### config.mk
export PLATFORM = sky130hd
export DESIGN_NAME = alu_core_flat
export DESIGN_NICKNAME = d
export VERILOG_FILES = /design/src/rtl/alu_core_if.sv /design/src/rtl/alu_core.sv /design/src/flat_wrapper.sv
export SDC_FILE = /design/constraint.sdc
export NUM_CORES = 1
export LEC_CHECK = 0
export CORE_ASPECT_RATIO = 0.75
export CORE_UTILIZATION = 44
export CTS_BUF_LIST = sky130_fd_sc_hd__clkbuf_4
export DETAILED_ROUTE_END_ITERATION = 6
export GPL_TIMING_DRIVEN = 0
export PLACE_DENSITY = 0.71
export SLEW_MARGIN = 30
export SYNTH_ARGS = -nofsm -noshare
export SYNTH_HDL_FRONTEND = slang
export SYNTH_SLANG_ARGS = --single-unit
### constraint.sdc
create_clock -name clk -period 17.6 [get_ports clk]
set_input_delay 5.28 -clock clk [delete_from_list [all_inputs] [get_ports clk]]
set_output_delay 5.28 -clock clk [all_outputs]
set_load 0.005 [all_outputs]
### src/rtl/alu_core_if.sv
// Operand/result bundle between the execute-stage control and the RV32I ALU.
// The master drives the operation and operands; the ALU (slave) returns results.
interface alu_core_if #(
   parameter int D_WIDTH = 32
);
   logic               alusrc;
   logic [3:0]         aluctrl;
   logic [D_WIDTH-1:0] aluop1;
   logic [D_WIDTH-1:0] immop;
   logic [D_WIDTH-1:0] regop2;
   logic [D_WIDTH-1:0] aluout;
   logic               eq;
   logic [D_WIDTH-1:0] aluout_q;
   logic               eq_q;

   modport master (
      output alusrc, aluctrl, aluop1, immop, regop2,
      input  aluout, eq, aluout_q, eq_q
   );

   modport slave (
      input  alusrc, aluctrl, aluop1, immop, regop2,
      output aluout, eq, aluout_q, eq_q
   );
endinterface

### src/rtl/alu_core.sv
// RV32I integer ALU: combinational result and non-zero flag for branch decisions,
// plus registered copies of both for pipeline/debug observation.
module alu_core #(
   parameter int D_WIDTH = 32
) (
   input  logic      clk,
   input  logic      rst_n,
   alu_core_if.slave bus
);
   localparam logic [3:0] OP_ADD   = 4'b0000;
   localparam logic [3:0] OP_SUB   = 4'b1000;
   localparam logic [3:0] OP_SLL   = 4'b0001;
   localparam logic [3:0] OP_SLT   = 4'b0010;
   localparam logic [3:0] OP_SLTU  = 4'b0011;
   localparam logic [3:0] OP_XOR   = 4'b0100;
   localparam logic [3:0] OP_SRL   = 4'b0101;
   localparam logic [3:0] OP_SRA   = 4'b1101;
   localparam logic [3:0] OP_OR    = 4'b0110;
   localparam logic [3:0] OP_AND   = 4'b0111;
   localparam logic [3:0] OP_PASSB = 4'b1001;

   logic [D_WIDTH-1:0] opb_s;
   logic [4:0]         shamt_s;
   logic [D_WIDTH-1:0] result_s;
   logic               flag_s;
   logic [D_WIDTH-1:0] result_d;
   logic               flag_d;
   logic [D_WIDTH-1:0] result_q;
   logic               flag_q;

   // Operand-B select and operation decode; only the shift amount bits of B feed shifts.
   always_comb begin
      opb_s    = bus.alusrc ? bus.immop : bus.regop2;
      shamt_s  = opb_s[4:0];
      result_s = {D_WIDTH{1'b0}};
      case (bus.aluctrl)
         OP_ADD:   result_s = bus.aluop1 + opb_s;
         OP_SUB:   result_s = bus.aluop1 - opb_s;
         OP_SLL:   result_s = bus.aluop1 << shamt_s;
         OP_SLT:   result_s = {{(D_WIDTH-1){1'b0}}, ($signed(bus.aluop1) < $signed(opb_s))};
         OP_SLTU:  result_s = {{(D_WIDTH-1){1'b0}}, (bus.aluop1 < opb_s)};
         OP_XOR:   result_s = bus.aluop1 ^ opb_s;
         OP_SRL:   result_s = bus.aluop1 >> shamt_s;
         OP_SRA:   result_s = $unsigned($signed(bus.aluop1) >>> shamt_s);
         OP_OR:    result_s = bus.aluop1 | opb_s;
         OP_AND:   result_s = bus.aluop1 & opb_s;
         OP_PASSB: result_s = opb_s;
         default:  result_s = {D_WIDTH{1'b0}};
      endcase
      flag_s   = |result_s;
      result_d = result_s;
      flag_d   = flag_s;
   end

   // Observation registers capture every cycle; reset clears them asynchronously.
   always_ff @(posedge clk or negedge rst_n) begin
      if (!rst_n) begin
         result_q <= {D_WIDTH{1'b0}};
         flag_q   <= 1'b0;
      end else begin
         result_q <= result_d;
         flag_q   <= flag_d;
      end
   end

   assign bus.aluout   = result_s;
   assign bus.eq       = flag_s;
   assign bus.aluout_q = result_q;
   assign bus.eq_q     = flag_q;
endmodule

### src/flat_wrapper.sv
// flat-port wrapper written by rule: the top's interface ports become plain ports
module alu_core_flat 
#(
   parameter int D_WIDTH = 32
)
  (clk, rst_n, bus_alusrc, bus_aluctrl, bus_aluop1, bus_immop, bus_regop2, bus_aluout, bus_eq, bus_aluout_q, bus_eq_q);
  alu_core_if #(.D_WIDTH(D_WIDTH)) bus_i ();
  input  logic clk;
  input  logic rst_n;
  input wire logic [$bits(bus_i.alusrc)-1:0] bus_alusrc;
  input wire logic [$bits(bus_i.aluctrl)-1:0] bus_aluctrl;
  input wire logic [$bits(bus_i.aluop1)-1:0] bus_aluop1;
  input wire logic [$bits(bus_i.immop)-1:0] bus_immop;
  input wire logic [$bits(bus_i.regop2)-1:0] bus_regop2;
  output wire logic [$bits(bus_i.aluout)-1:0] bus_aluout;
  output wire logic [$bits(bus_i.eq)-1:0] bus_eq;
  output wire logic [$bits(bus_i.aluout_q)-1:0] bus_aluout_q;
  output wire logic [$bits(bus_i.eq_q)-1:0] bus_eq_q;
  assign bus_i.alusrc = bus_alusrc;
  assign bus_i.aluctrl = bus_aluctrl;
  assign bus_i.aluop1 = bus_aluop1;
  assign bus_i.immop = bus_immop;
  assign bus_i.regop2 = bus_regop2;
  assign bus_aluout = bus_i.aluout;
  assign bus_eq = bus_i.eq;
  assign bus_aluout_q = bus_i.aluout_q;
  assign bus_eq_q = bus_i.eq_q;
  alu_core #(.D_WIDTH(D_WIDTH)) u_core (.clk(clk), .rst_n(rst_n), .bus(bus_i));
endmodule
Yosys cells after proc, flatten, opt, wreduce, memory -nomap -nowiden. Index checks and enable logic that the tools add are counted. Widths: inputs -> output; s select.

Word-level logic and storage cells: 26. Flip-flop bits (word level): 33. Output and inout port bits: 66.

Magnitude comparators: 2. Shift operators: 3. Bitwise logic cells: 3. Eq/ne operators: 10. Add/sub/neg operators: 2. Reductions and logical operators: 2. Mux-type cells: 2.

Operator list (count): $pmux 32 s11 (1); $lt 32x32->1 (2); $add 32x32->32 (1); $and 32x32->32 (1); $mux 32 (1); $or 32x32->32 (1); $reduce_or 32->1 (1); $shl 32x5->32 (1); $shr 32x5->32 (1); $sshr 32x5->32 (1); $sub 32x32->32 (1); $xor 32x32->32 (1); $eq 4x3->1 const B (4); $eq 4x4->1 const B (3); $eq 4x2->1 const B (2); $eq 4x1->1 const B (1); $logic_not 4->1 (1).

Depth between registers and ports, before layout. Gate-level depths: netlist of run 1.

Depth in word-level cells: 4. Depth in mapped cells: 22. Depth with buffers taken out: 16.

Least setup slack after synthesis of run 1. Ideal clock, no wire load.

Path type: input port to output port. From: in bus_alusrc. To: out bus_eq. Arrival: 10.562 ns. Path buffers: 5. Setup slack: 1.758 ns. Cell stages on the path: 18. Cell sequence: buf_6 > clkbuf_1 > clkbuf_1 > buf_1 > mux2i_1 > ha_1 > clkbuf_1 > nor4_1 > nand3_1 > nor3_1 > a221oi_1 > a2111oi_1 > nor3_1 > a211o_1 > a21boi_0 > nand4_1 > or4_1 > or4_1.

Cells in the longest elaborated chain, start to end: 4. Elaborated cells on any way between the ends: 13. Those cells by class: add/sub: 2; order compare: 2; shift: 3; mux: 2; bitwise: 3; reduce/logical: 1.

RTL lines: start: declaration (line flat_wrapper.sv:10) `input wire logic [$bits(bus_i.alusrc)-1:0] bus_alusrc;`; $mux 32 * (line alu_core.sv:33) `opb_s = bus.alusrc ? bus.immop : bus.regop2;`; $sub 32x32->32 (tied with other cells) (line alu_core.sv:38) `OP_SUB: result_s = bus.aluop1 - opb_s;`; $pmux 32 s11 * (line alu_core.sv:36) `case (bus.aluctrl)`; $reduce_or 32->1 * (line alu_core.sv:50) `flag_s = |result_s;`; end: declaration (line flat_wrapper.sv:16) `output wire logic [$bits(bus_i.eq)-1:0] bus_eq;`.

Mark *: on every way between the ends. The rest lies on a longest branch, timed or not.

Worst setup path in the final report of run 1.
From: in bus_regop2[2]. To: out bus_eq.

Cells in the longest elaborated chain, start to end: 4. Elaborated cells on any way between the ends: 13. Those cells by class: add/sub: 2; order compare: 2; shift: 3; mux: 2; bitwise: 3; reduce/logical: 1.

RTL lines: start: declaration (line flat_wrapper.sv:14) `input wire logic [$bits(bus_i.regop2)-1:0] bus_regop2;`; $mux 32 * (line alu_core.sv:33); $sub 32x32->32 (tied with other cells) (line alu_core.sv:38); $pmux 32 s11 * (line alu_core.sv:36); $reduce_or 32->1 * (line alu_core.sv:50).

Marks and branches as above.

==> results of run 1 <==
-- state kept, by name, indices dropped and copies added, names as in the netlist --
signal / cells
u_core.bus.aluout_q: 32
u_core.bus.eq_q: 1
-- logic make-up (layout without fill, tap and decap cells) --
logic type	Yosys count	count (layout)	share of synthesized area, %
XOR/XNOR	18	18	1.44
multiplexers	153	153	20.0
buffers and inverters	210	380	7.87
AND/OR/NAND/NOR	467	467	20.3
other	0	1	0
flip-flops	33	33	7.54
adder cells (fa/ha/maj)	101	101	11.7
AO/OA/AOI/OAI	495	495	31.1
-- timing repair --
action	CTS	global route
buffers inserted	1	0
pin swaps	0	1
gates resized for setup	4	8
setup endpoints to repair	1	1
hold buffers	0	0
-- cells in the mapped netlist (11+ instances only) --
library cell / n
a221oi_1: 18
o211ai_1: 26
clkbuf_1: 68
nand4_1: 13
a211oi_1: 34
and2_1: 13
o31ai_1: 14
buf_1: 13
nand2_1: 137
nand3_1: 41
nand2b_1: 14
nor3_1: 33
mux4_2: 39
nor2_1: 132
and3_1: 12
nor4_1: 16
mux2i_1: 88
a21o_1: 15
a22oi_1: 17
o21ai_0: 70
o21bai_1: 11
o221ai_1: 15
xnor2_1: 16
inv_1: 101
o22ai_1: 30
a21oi_1: 119
dfrtp_1: 33
a31oi_1: 22
mux2_2: 16
buf_2: 14
ha_1: 99
-- worst paths after layout --
path	start	endpoint	slack (ns)	depth (start not counted)
worst max-delay path	bus_regop2[2]	bus_eq	0.04	19
worst min-delay path	rst_n	u_core.bus.aluout_q[21]	4.68	1
max in group asynchronous	rst_n	u_core.bus.aluout_q[2]	12.46	2
min in group clk	bus_regop2[7]	u_core.bus.aluout_q[7]	5.86	5
-- power groups by stage --
stage          logic (µW)  clock network, µW  registers, µW
6_report              556               81.2           91.5
5_1_grt               573               83.6           92.6
4_1_cts               523               81.1           91.5
3_5_place_dp          521                  0           93.1
3_3_place_gp          521                  0           92.5
2_1_floorplan         289                  0           95.0
-- stage by stage --
step	area [µm²]	hold WS [ns]	setup TNS, ns	power [µW]
floorplan	11000	4.98	0	384
global placement	13000	6.05	-2.51	614
detailed placement	13100	5.14	-0.626	614
CTS	13200	4.68	0	696
global route	13200	4.67	0	749
finish	13200	4.68	0	729
-- final cells by class --
type / instances / area, µm²
fill: 2350 / 11000
clock buffer: 5 / 37.5
clock inverter: 3 / 65.1
tap: 331 / 414
timing repair buffer: 169 / 1690
multi-input combinational: 1234 / 9310
sequential: 33 / 826
buffer: 98 / 453
antenna: 1 / 2.50
inverter: 105 / 394
-- per-layer routing --
metal  up-vias  global-route usage [%]  part of all wire (%)
met5         -                    2.48                  0.23
met4         6                    22.8                   6.2
met3       335                    22.5                    18
met2      1555                    67.5                    37
met1      6908                    68.1                    38
li1       5978                       -                     -
-- critical path: stages --
cell             delay (ns)
clkdlybuf4s50_1        0.47
mux2i_4                0.24
buf_4                  0.28
buf_4                  0.24
buf_2                  0.34
clkbuf_4               0.39
buf_4                  0.29
ha_1                   0.36
or4_1                  0.66
a21oi_1                0.33
a31oi_1                0.27
o31ai_2                0.45
o22ai_1                0.12
o21ai_0                0.26
nand4_1                0.28
nand4b_1               0.43
or4_1                  0.58
or4_1                  0.50
clkdlybuf4s50_1        0.47
==> metrics.txt, run 1 <==
Net Sw Frac=53.6%; Pleak=0.00544 µW; synthesized area per cell=7.42 µm²; Fmax achieved=57.0 MHz; Iteration-0 DRC Markers=3,079; Cell Pwr Density=55.3 nW/µm²; critical path peak fanout=11; area share of the largest cell type after synthesis=11.3%; Post-Syn Nets=1,681; TritonCTS Buffers=5; vias in the first global route=13,572; Layout Nets=1,850; first-pass GRT wire length=93.5 mm; Area contributors post-synth=ha_1 (11%), mux2i_1 (8.0%), mux4_2 (8.0%); Slew @ Worst Pin=1.07 ns; Post-DP HPWL=52.9 mm; H-tree Lvls=2; total congestion overflow=0; remaining design rule violation count=0; crit path kind=in -> out; Slew Viols, Final=0; final setup violation count=0; Port Buffer Count=167; number of core rows=49; utilization after layout=54.5%; Flop pwr share=12.5%; Internal=338 µW; Yosys warning count=0; routed wire length=65.2 mm; period utilization=99.7%; leading register cell type out of synthesis=dfrtp_1; fin cells=1,979; asr flop ratio synth=100%; total track usage=50.4%; sequential area share after synthesis=7.54%; Die Y=139 µm; outcome=finished clean; Cells after Synth=1,477; die area=25,500 µm²; #FFs+latches synth=33; vias=14,782; Area growth, synth to finish=20.4%; combinational share of power=76.3%; min Tclk post-route=17.56 ns; CTS tree=yes; core box area=24,200 µm²; Starting Density=45.2%; Netlist cell types=91; largest net degree at the start of global routing=27; CTS clock-pin slew for the worst setup and hold paths=0.14 ns; placed insts=1,976; most frequent cells in the layout=clkdlybuf4s50_1 (166), nand2_1 (137), nor2_1 (132), a21oi_1 (119), inv_1 (101); drt via density=7.47; Final Hold Fails=0; Sink Count=33; worst setup margin=0.0445 ns; antenna violations before repair=2; RSZ-0062 raised after global routing=no; DR WL/cell=32.9 µm; Root Driver=clkbuf_4; critical path startpoint category=input pin; chip width=184 µm; clock power share=11.1%; Bufs on Longest Clock Path=2; crit end category=output pin; Final GP Congestion=1.12; Worst Path Required=12.32 ns; Post-synth EDFFs=0; slew margin rel.=27.7%; antenna-violating nets left=0; maxcap violations=0; crit path DAT=12.28 ns; Pre-antenna DRT Iters=7; Synth Cell Area=11,000 µm²; net switching power=391 µW; layout cell share with drive strength beyond 1=7.53%; Hold WC Path Type=in -> async; Synth area leader=ha_1; dpl ws=-0.626 ns; Ports=169; most common cell after layout, fill and taps aside=clkdlybuf4s50_1; VDD IR max=34.7 µV
Note: power is estimated with default switching activity, not from simulation.
==> inputs of run 2 (changes only) <==
--- a/config.mk
+++ b/config.mk
@@ -5,6 +5,7 @@
 export SDC_FILE = /design/constraint.sdc
 export NUM_CORES = 1
 export LEC_CHECK = 0
+export CAP_MARGIN = 40
 export CORE_ASPECT_RATIO = 0.75
 export CORE_UTILIZATION = 44
 export CTS_BUF_LIST = sky130_fd_sc_hd__clkbuf_4
==> run 2 against run 1 <==
Combinational power is 1% higher. Sequential cell count is the same. Sequential share of layout area barely moved. Die area unchanged. Design area grew 0.73%. Sequential power barely moved. Utilization up 0.40 points. Clock-buffer cell count unchanged. Via count increased by 1.2%. The run now ends with design-rule violations, negative setup slack left.
==> metrics.txt, run 2 (synthesis gave the netlist of run 1 again) <==
final setup violation count=1 (+1); period utilization=100% (+0.62 points); Pre-antenna DRT Iters=7 (unchanged); CTS clock-pin slew for the worst setup and hold paths=0.14 ns (about the same); crit path DAT=12.38 ns (+0.10 ns); H-tree Lvls=2 (unchanged); min Tclk post-route=17.66 ns (+0.109 ns); fillers=2,322 (-1.2%); TritonCTS Buffers=5 (unchanged); remaining design rule violation count=3 (+3); outcome=finished with violations; Die Y=139 µm (unchanged); drt via density=7.51 (+0.48%); worst setup margin=-0.0649 ns (-0.109 ns); most frequent cells in the layout=clkdlybuf4s50_1 (166), nand2_1 (137), nor2_1 (132), a21oi_1 (119), inv_1 (101); Final Power=736 µW (+0.97%); Final Hold Fails=0 (unchanged); vias=14,958 (+1.2%); Post-DP HPWL=53.1 mm (+0.38%); layout cell share with drive strength beyond 1=8.01% (+0.48 points); setup TNS=-0.0649 ns (-0.0649 ns); dpl ws=-0.448 ns (+0.177 ns); antenna violations before repair=1 (-1); crit end category=output pin; DR WL/cell=33.2 µm (+0.87%); Ports=169 (unchanged); Root Driver=clkbuf_4; chip width=184 µm (unchanged); Area growth, synth to finish=21.3%; Fmax achieved=56.6 MHz (-0.62%); Routed met3 length=12.6 mm (+6.7%); VDD IR max=32.8 µV (-5.3%); Layout Nets=1,863 (+0.70%); critical path peak fanout=11 (unchanged); Pleak=0.00550 µW (+1.1%); RSZ-0062 raised after global routing=no; Slew Viols, Final=0 (unchanged); routed length on met2=25.0 mm (+2.2%); most common cell after layout, fill and taps aside=clkdlybuf4s50_1; total track usage=51.0% (+0.61 points); Slew @ Worst Pin=0.947 ns (-0.123 ns); core box area=24,200 µm² (unchanged); first-pass GRT wire length=94.2 mm (+0.73%); Bufs on Longest Clock Path=2 (unchanged); number of core rows=49 (unchanged); placed insts=1,980 (+0.20%); Iteration-0 DRC Markers=3,065 (-0.45%); slew margin rel.=35.0% (+7.4 points); largest net degree at the start of global routing=30 (+11%); Sink Count=33 (unchanged); antenna-violating nets left=0 (unchanged); maxcap violations=0 (unchanged); critical path startpoint category=input pin; Final GP Congestion=1.12 (unchanged); Worst Path Required=12.32 ns (about the same); Cell Pwr Density=55.4 nW/µm² (+0.24%); Port Buffer Count=167 (unchanged); top sig layer=met5; failing checks=design-rule violations, negative setup slack; crit path kind=in -> out; Starting Density=45.2% (unchanged); total congestion overflow=0 (unchanged); met1 WL=24.8 mm (+0.23%); die area=25,500 µm² (unchanged); CTS tree=yes; Hold WC Path Type=in -> async; routed wire length=66.2 mm (+1.6%); vias in the first global route=13,561 (-0.081%); fin cells=1,993 (+0.71%); max reg flops=32 (unchanged)
[run 2: layout make-up]
| type | count | area, µm² | area share (%) |
|---|---|---|---|
| antenna | 2 | 5.00 | 0.0377 |
| buffer | 100 | 463 | 3.48 |
| clock buffer | 5 | 37.5 | 0.282 |
| clock inverter | 3 | 65.1 | 0.490 |
| inverter | 105 | 394 | 2.97 |
| multi-input combinational | 1234 | 9300 | 70.0 |
| sequential | 33 | 826 | 6.21 |
| tap | 331 | 414 | 3.12 |
| timing repair buffer | 180 | 1780 | 13.4 |
[run 2: what timing repair did]
| item | CTS | global route |
|---|---|---|
| hold endpoints to repair | 0 | 0 |
| cloned | 0 | 0 |
| gates resized for setup | 5 | 7 |
| setup endpoints to repair | 1 | 1 |
| buffers inserted | 2 | 0 |
| hold buffers | 0 | 0 |
[run 2: critical path, stage by stage]
cell,delay [ns]
clkdlybuf4s50_1,0.41
mux2i_1,0.61
clkbuf_2,0.52
clkbuf_2,0.48
ha_1,0.32
inv_1,0.13
a221oi_1,0.61
a211oi_1,0.21
nor3_1,0.72
mux2i_1,0.17
or4_4,0.54
a2111oi_4,0.18
nor4b_2,0.37
nand4b_1,0.30
or4_1,0.56
or4_1,0.51
clkdlybuf4s50_1,0.47
[run 2: worst paths after layout]
check / slack, ns / from / depth (start not counted) / endpoint
min in group clk: 5.83 / bus_regop2[7] / 5 / u_core.bus.aluout_q[7]
hold / removal: 4.66 / rst_n / 1 / u_core.bus.aluout_q[21]
max in group asynchronous: 12.47 / rst_n / 2 / u_core.bus.aluout_q[2]
setup / recovery: -0.06 / bus_immop[4] / 17 / bus_eq
[run 2: layer usage]
metal | up-vias | global-route usage (%)
li1 | 6017 | -
met3 | 319 | 24.3
met4 | 2 | 22.4
met2 | 1594 | 67.8
met1 | 7026 | 68.8
met5 | - | 0
[run 2: metrics by stage]
stage | utilization (%) | hold WS, ns | instance area (µm²)
floorplan | - | 4.98 | 11000
global placement | 53.9 | 6.05 | 13000
detailed placement | 54.1 | 5.14 | 13100
CTS | 54.6 | 4.67 | 13200
global route | 54.8 | 4.67 | 13300
finish | 54.9 | 4.66 | 13300
[run 2: power breakdown]
part,internal [µW],total [µW],switching [µW],leakage (µW)
combinational,209,563,354,0.00504
sequential,88.2,91.8,3.61,0.000411
clock,43.9,81.1,37.2,0.0000552
total,341,736,395,0.00550
